===== config.mk =====
export PLATFORM = sky130hd
export DESIGN_NAME = uart_rx_monitor
export DESIGN_NICKNAME = d
export VERILOG_FILES = /design/src/rtl/uart_pkg.sv /design/src/rtl/uart_rx_core.sv /design/src/rtl/uart_rx_monitor.sv
export SDC_FILE = /design/constraint.sdc
export NUM_CORES = 1
export LEC_CHECK = 0
export ABC_AREA = 1
export BUFFER_PORTS_ARGS = -buffer_cell sky130_fd_sc_hd__buf_2
export CAP_MARGIN = 15
export CORE_MARGIN = 3
export CORE_UTILIZATION = 53
export DETAILED_ROUTE_END_ITERATION = 8
export GPL_ROUTABILITY_DRIVEN = 0
export HOLD_SLACK_MARGIN = 0.15
export PLACE_DENSITY = 0.76
export SYNTH_ARGS = -nofsm -noshare
export SYNTH_HDL_FRONTEND = slang
export SYNTH_SLANG_ARGS = --single-unit

===== constraint.sdc =====
create_clock -name clk -period 1.5 [get_ports clk]
set_input_delay 0.375 -clock clk [delete_from_list [all_inputs] [get_ports clk]]
set_output_delay 0.375 -clock clk [all_outputs]
set_load 0.02 [all_outputs]

===== src/rtl/uart_pkg.sv =====
// Shared UART definitions: receiver state set, frame constants and baud helper.
package uart_pkg;

    localparam int unsigned UART_DATA_W    = 8;
    localparam int unsigned UART_STOP_BITS = 1;

    typedef enum logic [2:0] {
        IDLE,
        START,
        DATA,
        STOP,
        BREAK
    } rx_state_t;

    function automatic int unsigned bit_cycles(input int unsigned clk_hz, input int unsigned baud);
        return clk_hz / baud;
    endfunction

endpackage


===== src/rtl/uart_rx_core.sv =====
// Mid-bit sampling 8N1 receiver: rxd synchronizer, framing FSM and bit/cycle counters.
module uart_rx_core
    import uart_pkg::*;
#(
    parameter int unsigned BIT = 10
) (
    input  logic                   clk,
    input  logic                   reset,
    input  logic                   rxd,
    output logic [UART_DATA_W-1:0] rx_data,
    output logic                   rx_vld,
    output logic                   frame_err
);

    localparam int unsigned CC_W = (BIT > 1) ? $clog2(BIT) : 1;
    localparam int unsigned BC_W = $clog2(UART_DATA_W);
    localparam logic [CC_W-1:0] CC_HALF = CC_W'(BIT / 2 - 1);
    localparam logic [CC_W-1:0] CC_LAST = CC_W'(BIT - 1);
    localparam logic [BC_W-1:0] BC_LAST = BC_W'(UART_DATA_W - 1);

    logic [1:0]             r_sync;
    logic                   w_rs;
    rx_state_t              r_state;
    logic [CC_W-1:0]        r_cc;
    logic [BC_W-1:0]        r_bc;
    logic [UART_DATA_W-1:0] r_shift;
    logic [UART_DATA_W-1:0] r_rx_data;
    logic                   r_rx_vld;
    logic                   r_frame_err;

    assign w_rs      = r_sync[1];
    assign rx_data   = r_rx_data;
    assign rx_vld    = r_rx_vld;
    assign frame_err = r_frame_err;

    always_ff @(posedge clk) begin
        if (!reset) begin
            r_sync      <= 2'b11;
            r_state     <= IDLE;
            r_cc        <= '0;
            r_bc        <= '0;
            r_shift     <= '0;
            r_rx_data   <= '0;
            r_rx_vld    <= 1'b0;
            r_frame_err <= 1'b0;
        end else begin
            r_sync      <= {r_sync[0], rxd};
            r_rx_vld    <= 1'b0;
            r_frame_err <= 1'b0;
            case (r_state)
                IDLE: begin
                    if (!w_rs) begin
                        r_state <= START;
                        r_cc    <= '0;
                    end
                end
                START: begin
                    // A start bit that is high again at mid-bit is a glitch
                    if (r_cc == CC_HALF) begin
                        if (!w_rs) begin
                            r_state <= DATA;
                            r_cc    <= '0;
                            r_bc    <= '0;
                        end else begin
                            r_state <= IDLE;
                        end
                    end else begin
                        r_cc <= r_cc + CC_W'(1);
                    end
                end
                DATA: begin
                    if (r_cc == CC_LAST) begin
                        r_cc          <= '0;
                        r_shift[r_bc] <= w_rs;
                        if (r_bc == BC_LAST) begin
                            r_state <= STOP;
                        end else begin
                            r_bc <= r_bc + BC_W'(1);
                        end
                    end else begin
                        r_cc <= r_cc + CC_W'(1);
                    end
                end
                STOP: begin
                    if (r_cc == CC_LAST) begin
                        if (w_rs) begin
                            r_rx_vld  <= 1'b1;
                            r_rx_data <= r_shift;
                            r_state   <= IDLE;
                        end else begin
                            r_frame_err <= 1'b1;
                            r_state     <= BREAK;
                        end
                    end else begin
                        r_cc <= r_cc + CC_W'(1);
                    end
                end
                BREAK: begin
                    // Held-low line: wait for idle so no further frames are decoded
                    if (w_rs) begin
                        r_state <= IDLE;
                    end
                end
                default: r_state <= IDLE;
            endcase
        end
    end

endmodule


===== src/rtl/uart_rx_monitor.sv =====
// UART receive monitor: byte history with inactivity blanking and an optional
// valid/ready echo port toward a transmitter.
module uart_rx_monitor
    import uart_pkg::*;
#(
    parameter int unsigned CLK_HZ      = 100_000_000,
    parameter int unsigned BAUD        = 9600,
    parameter int unsigned DEPTH       = 4,
    parameter logic [31:0] HOLD_CYCLES = 32'h01ff_ffff,
    parameter bit          ECHO        = 1'b1
) (
    input  logic                         clk,
    input  logic                         reset,
    input  logic                         rxd,
    output logic [UART_DATA_W*DEPTH-1:0] word,
    output logic                         rx_vld,
    output logic [UART_DATA_W-1:0]       rx_data,
    output logic                         frame_err,
    output logic [UART_DATA_W-1:0]       tx_data,
    output logic                         tx_vld,
    input  logic                         tx_rdy,
    output logic                         overrun
);

    localparam int unsigned BIT    = bit_cycles(CLK_HZ, BAUD);
    localparam int unsigned WORD_W = UART_DATA_W * DEPTH;

    logic [UART_DATA_W-1:0] w_rx_data;
    logic                   w_rx_vld;
    logic                   w_frame_err;
    logic [WORD_W-1:0]      r_word;
    logic [31:0]            r_hold;
    logic [UART_DATA_W-1:0] r_tx_data;
    logic                   r_tx_vld;
    logic                   r_overrun;

    uart_rx_core #(
        .BIT(BIT)
    ) u_core (
        .clk       (clk),
        .reset     (reset),
        .rxd       (rxd),
        .rx_data   (w_rx_data),
        .rx_vld    (w_rx_vld),
        .frame_err (w_frame_err)
    );

    // Shifting by a full byte also covers DEPTH=1, where it degenerates to a load
    always_ff @(posedge clk) begin
        if (!reset) begin
            r_word <= '0;
            r_hold <= '0;
        end else if (w_rx_vld) begin
            r_word <= (r_word << UART_DATA_W) | WORD_W'(w_rx_data);
            r_hold <= HOLD_CYCLES;
        end else if (r_hold != '0) begin
            r_hold <= r_hold - 32'd1;
        end else begin
            r_word <= '0;
        end
    end

    generate
        if (ECHO) begin : g_echo
            always_ff @(posedge clk) begin
                if (!reset) begin
                    r_tx_data <= '0;
                    r_tx_vld  <= 1'b0;
                    r_overrun <= 1'b0;
                end else if (w_rx_vld) begin
                    // A handshake in the same cycle frees the slot for the new byte
                    if (!r_tx_vld || tx_rdy) begin
                        r_tx_data <= w_rx_data;
                        r_tx_vld  <= 1'b1;
                    end else begin
                        r_overrun <= 1'b1;
                    end
                end else if (r_tx_vld && tx_rdy) begin
                    r_tx_vld <= 1'b0;
                end
            end
        end else begin : g_no_echo
            assign r_tx_data = '0;
            assign r_tx_vld  = 1'b0;
            assign r_overrun = 1'b0;
        end
    endgenerate

    assign word      = r_word;
    assign rx_vld    = w_rx_vld;
    assign rx_data   = w_rx_data;
    assign frame_err = w_frame_err;
    assign tx_data   = r_tx_data;
    assign tx_vld    = r_tx_vld;
    assign overrun   = r_overrun;

endmodule

# Yosys cells after proc, flatten, opt, wreduce, memory -nomap -nowiden
# Index checks and enable logic that the tools add are counted.
[op_classes]
addsub = 3
order_cmp = 2
eq_ne = 18
n_mux = 31
bitwise_logic = 3
n_reduce_logical = 20
[op_table]
columns = ["cell", "count"]
rows = [
  ["$mux W32", 2],
  ["$mux W14", 4],
  ["$pmux W14 S4", 1],
  ["$mux W25", 2],
  ["$mux W3", 11],
  ["$or A32 B8 Y32", 1],
  ["$reduce_bool A32 Y1", 1],
  ["$sub A32 B1 Y32 const B", 1],
  ["$pmux W3 S5", 1],
  ["$add A14 B1 Y14 const B", 1],
  ["$eq A14 B13 Y1 const B", 1],
  ["$eq A14 B14 Y1 const B", 1],
  ["$ne A2 B1 Y1 const B", 6],
  ["$ne A2 B2 Y1 const B", 5],
  ["$reduce_and A2 Y1", 5],
  ["$bwmux W8", 1],
  ["$eq A3 B2 Y1 const B", 2],
  ["$eq A3 B3 Y1 const B", 2],
  ["$mux W1", 6],
  ["$pmux W3 S2", 1],
  ["$reduce_and A3 Y1", 2],
  ["$reduce_and A6 Y1", 1],
  ["$reduce_bool A2 Y1", 3],
  ["$reduce_and A5 Y1", 1],
  ["13 further kinds", 15],
]
[word_totals]
register_bits = 114
input_bits = 4
output_inout_bits = 52

# Depth between registers and ports, before layout
[logic_depth]
ltp_word = 5
mapped_depth = 11

# By module
# A second synthesis with hierarchy kept.
[hier_totals]
hier_cells = 860
area_unflattened_um2 = 5858.1
[modules_own_cells]
columns = ["mod", "instances", "cells_each", "area_per_inst_um2", "seq_area_each_um2"]
rows = [
  ["uart_rx_monitor", 1, 541, 3594.7, 1481.4],
  ["uart_rx_core", 1, 319, 2263.4, 800.8],
]

# Least setup slack after synthesis
# No wires, ideal clock.
[synth_timing]
kind = "reg-to-reg"
start = "register r_hold[0]"
end = "register r_hold[2]"
setup_time_ps = 128
t_arrival_ps = 1495
path_slack_ps = -123
path_stages_with_launch = 11
path_cell_list = "dfxtp_1 > inv_1 > ha_1 > nand2_2 > nor2_4 > inv_2 > nor3_2 > nand2_2 > buf_2 > a21oi_1 > nor2_1"
[synth_between]
elab_chain_cells = 3
word_cells_on_any_way = 5
classes_between = "add/sub: 1; mux: 2; reduce/logical: 2"
[synth_lines]
columns = ["element", "line_no", "rtl"]
rows = [
  ["start: declaration", "uart_rx_monitor.sv:32", "logic [31:0] r_hold;"],
  ["start signal: assignment", "uart_rx_monitor.sv:57", "r_hold <= r_hold - 32'd1;"],
  ["$sub A32 B1 Y32", "uart_rx_monitor.sv:57", ""],
  ["$mux W25", "uart_rx_monitor.sv:56", "end else if (r_hold != '0) begin"],
  ["$mux W25", "uart_rx_monitor.sv:53", "end else if (w_rx_vld) begin"],
]
# Parallel ways exist; a longest one is shown, timed or not. The select of a mux whose other input is x is not followed.
# A chain may end at the register's enable or synchronous reset.

# Final worst setup path
# Same ends and word-level chain as after synthesis.

==> impl_results.md <==
* Synthesized area at 0.00545 mm^2
* Most frequent cell after synthesis: nor2_1
* Worst VDD drop at 1890 uV
* Worst setup EP type: flop
* Crit path launch type: flop
* GR Util All Layers at 28.7%
* Final Hold Vio Count at 0
* Worst-Margin Slew at 0.442 ns
* Crit Path Class: reg -> reg
* Detail Route Antenna Nets at 0
* Routed WL at 20,500 um
* Syn avg cell area at 6.89 um^2
* Layout Nets at 961
* Vias post-DR at 6,575
* Worst path depth at 10
* Reg2reg path depth at 10
* Placed Cells at 1,043
* Crit. Startpoint: r_hold[0]
* Die H at 107 um
* Worst r2r src: r_hold[0]
* Delay of the slowest critical-path stage at 0.34 ns
* Slew margin rel. at 70.5%
* Final worst setup slack at -0.222 ns
* First-pass GRT wire length at 27,100 um
* Initial antenna violation count at 0
* Core area at 0.00991 mm^2
* P&R area growth vs syn at 49.9%
* Critical Path Fanout Max at 6
* YS warnings at 0
* WHS at 0.173 ns
* Pin count of the biggest net entering global routing at 56
* IO Port Bufs at 55
* Post-Syn Instances at 791
* Slew Viols, Final at 0
* Ports at 56
* Finished Cell Area at 0.00817 mm^2
* Total gr overflow at 0
* Layout Cells excl Fill at 1,099
* CTS root buffer: clkbuf_8
* DIE AREA at 0.0115 mm^2
* Library cells used by synthesis at 39
* DRT Pass-1 Iters at 6
* TritonCTS clock tree: yes
* Unrepaired setup endpoints after global routing: yes
* Post-synth EDFFs at 0
* Skew-Pair Late Insertion Delay at 0.53 ns
* Crit-path cells: inv_2 > ha_4 > nand2_4 > nor2_4 > inv_2 > nor3_4 > nand2_4 > clkbuf_16 > a21oi_2 > nor2_1
* Worst Setup EP: r_hold[2]
* Initial Utilization at 55.0%
* R2R Path End: r_hold[2]
* Vias in the first global route at 5,966
* Seq/Total Area, Yosys at 41.9%
* Worst Path Buf+Inv at 3
* Register bit total from synthesis at 114
* Max capacitance violation total at 0
* Area leader, netlist: dfxtp_1
* Die width at 107 um
* Syn_nets at 799
* Num rows at 36
* Share of cells above drive strength 1 at 41.6%
* Avg Vias per Cell at 5.98
* Clk pin slew, worst setup/hold paths at 0.06 ns
* Ys flop type: dfxtp_1
* Dpl hpwl at 10,200 um
* Worst Skew at 0.00867 ns
* Iteration-0 DRC Markers at 764
* Worst path top cell family by delay: simple AND/OR/NAND/NOR gates
* Final Critical Period at 1.72 ns
* Failing checks: negative setup slack
* Top-area cell type share of the netlist area at 41.9%
* Reg2reg setup slack at -0.22 ns
* Fmax at 581 MHz
* Final Setup Violations at 97
* CP max stage cell: dfxtp_2
* # DRC at 0
* Ant diodes at 0
* TNS Setup at -7.21 ns
* Post-synth top cells: nor2_1 (166), nand2_1 (164), dfxtp_1 (114)
* H-tree levels at 4
* Hold Crit Class: in -> reg
* Dpl cell area at 0.00656 mm^2
* Status: finished, violations left
* Cell Pwr Density at 2210 mW/mm^2
* Worst hold start: tx_rdy
* CP required at 1.91 ns
* Synth top area cells: dfxtp_1 (42%), nor2_1 (11%), nand2_1 (11%), a21oi_1 (6.9%), nand3_1 (6.4%)
* Crit share post-route at 115%
* DR WL/cell at 18.7 um
* Worst EP arrival at 2.13 ns
* CTS sink count at 114
* Clk buf depth at 2
* Leakage power at 0.00365 uW
* Ys async rst share at 0%
* CTS buffer count at 17
* Final Total Pwr at 18,100 uW
## worst min path at each step
| stage | endpoint | cells after the start |
|---|---|---|
| floorplan | u_core.r_sync[1] | 1 |
| global placement | u_core.r_sync[1] | 1 |
| detailed placement | u_core.r_sync[1] | 1 |
| CTS | tx_vld | 4 |
| global route | tx_vld | 4 |
| finish | tx_vld | 4 |
## report_power, final
part           internal [uW]  leakage (uW)  total, uW  switching, uW
registers               3490      0.000936       3920            438
logic                   4030       0.00242       9900           5870
clock network           2740      0.000290       4270           1530
total                  10300       0.00365      18100           7840
## tightest hold or removal path, stage by stage
cell and delay [ns]:
buf_2 0.08, inv_1 0.03, nand2_1 0.08, a21oi_1 0.07
## cells by family after synthesis
kind of cell	share of synthesized area [%]
adder cells (fa/ha/maj)	0.918
XOR/XNOR	4.02
AO/OA/AOI/OAI	10.4
AND/OR/NAND/NOR	37.2
flip-flops	41.9
buffers and inverters	5.62
## sequential cells by signal, indices dropped and copies added, names as in the netlist, 2 cells and up
register / cells
u_core.r_cc: 14
tx_data: 8
u_core.r_state: 3
u_core.r_shift: 8
u_core.r_sync: 2
r_hold: 32
word: 32
u_core.rx_data: 8
u_core.r_bc: 3
## through the flow
step | utilization, % | setup slack, ns
after global placement | 66.2 | -0.0855
after CTS | 74.8 | -0.0246
after floorplan | - | 0.0183
final | 82.4 | -0.222
after global routing | 82.4 | -0.288
after detailed placement | 66.2 | -0.162
## metal layers
| layer | GRT usage [%] | up-vias | routed length (um) |
|---|---|---|---|
| met2 | 50.7 | 450 | 10300 |
| li1 | - | 2907 | - |
| met4 | 14.6 | 0 | 1400 |
| met5 | 0 | - | 0 |
| met1 | 32.6 | 3059 | 7390 |
| met3 | 6.00 | 159 | 1420 |
## cell usage in the layout (no fill, tap or decap), drive strengths merged
master / synthesis / routed
a21o: 1 / 1
nand3b: 7 / 7
nor3: 23 / 23
a21oi: 75 / 75
dlygate4sd3: 0 / 1
xor2: 13 / 13
xnor2: 12 / 12
nor2: 170 / 170
ha: 4 / 4
clkbuf: 18 / 23
a22oi: 2 / 2
inv: 48 / 51
o21bai: 1 / 1
or2: 4 / 4
o21a: 1 / 1
dfxtp: 114 / 114
clkinv: 2 / 4
nor4: 1 / 1
clkinvlp: 0 / 4
nand2: 172 / 173
buf: 10 / 164
bufinv: 0 / 4
nand3: 73 / 74
o21ai: 29 / 29
nor2b: 1 / 1
nand4: 10 / 10
## repair_timing
item	4_1_cts	5_1_grt
buffers inserted	4	14
pin swaps	10	57
hold buffers	1	0
endpoints found under the setup margin	61	108
hold endpoints to repair	1	0
gates resized for setup	60	172
cloned	1	4
## layout make-up
type	count	area, um^2
multi-input combinational	601	3580
sequential	114	2320
fill	513	1740
timing repair buffer	169	1290
clock buffer	19	432
inverter	50	200
clock inverter	13	183
tap	133	166
Power figures use the tool's default switching activity.
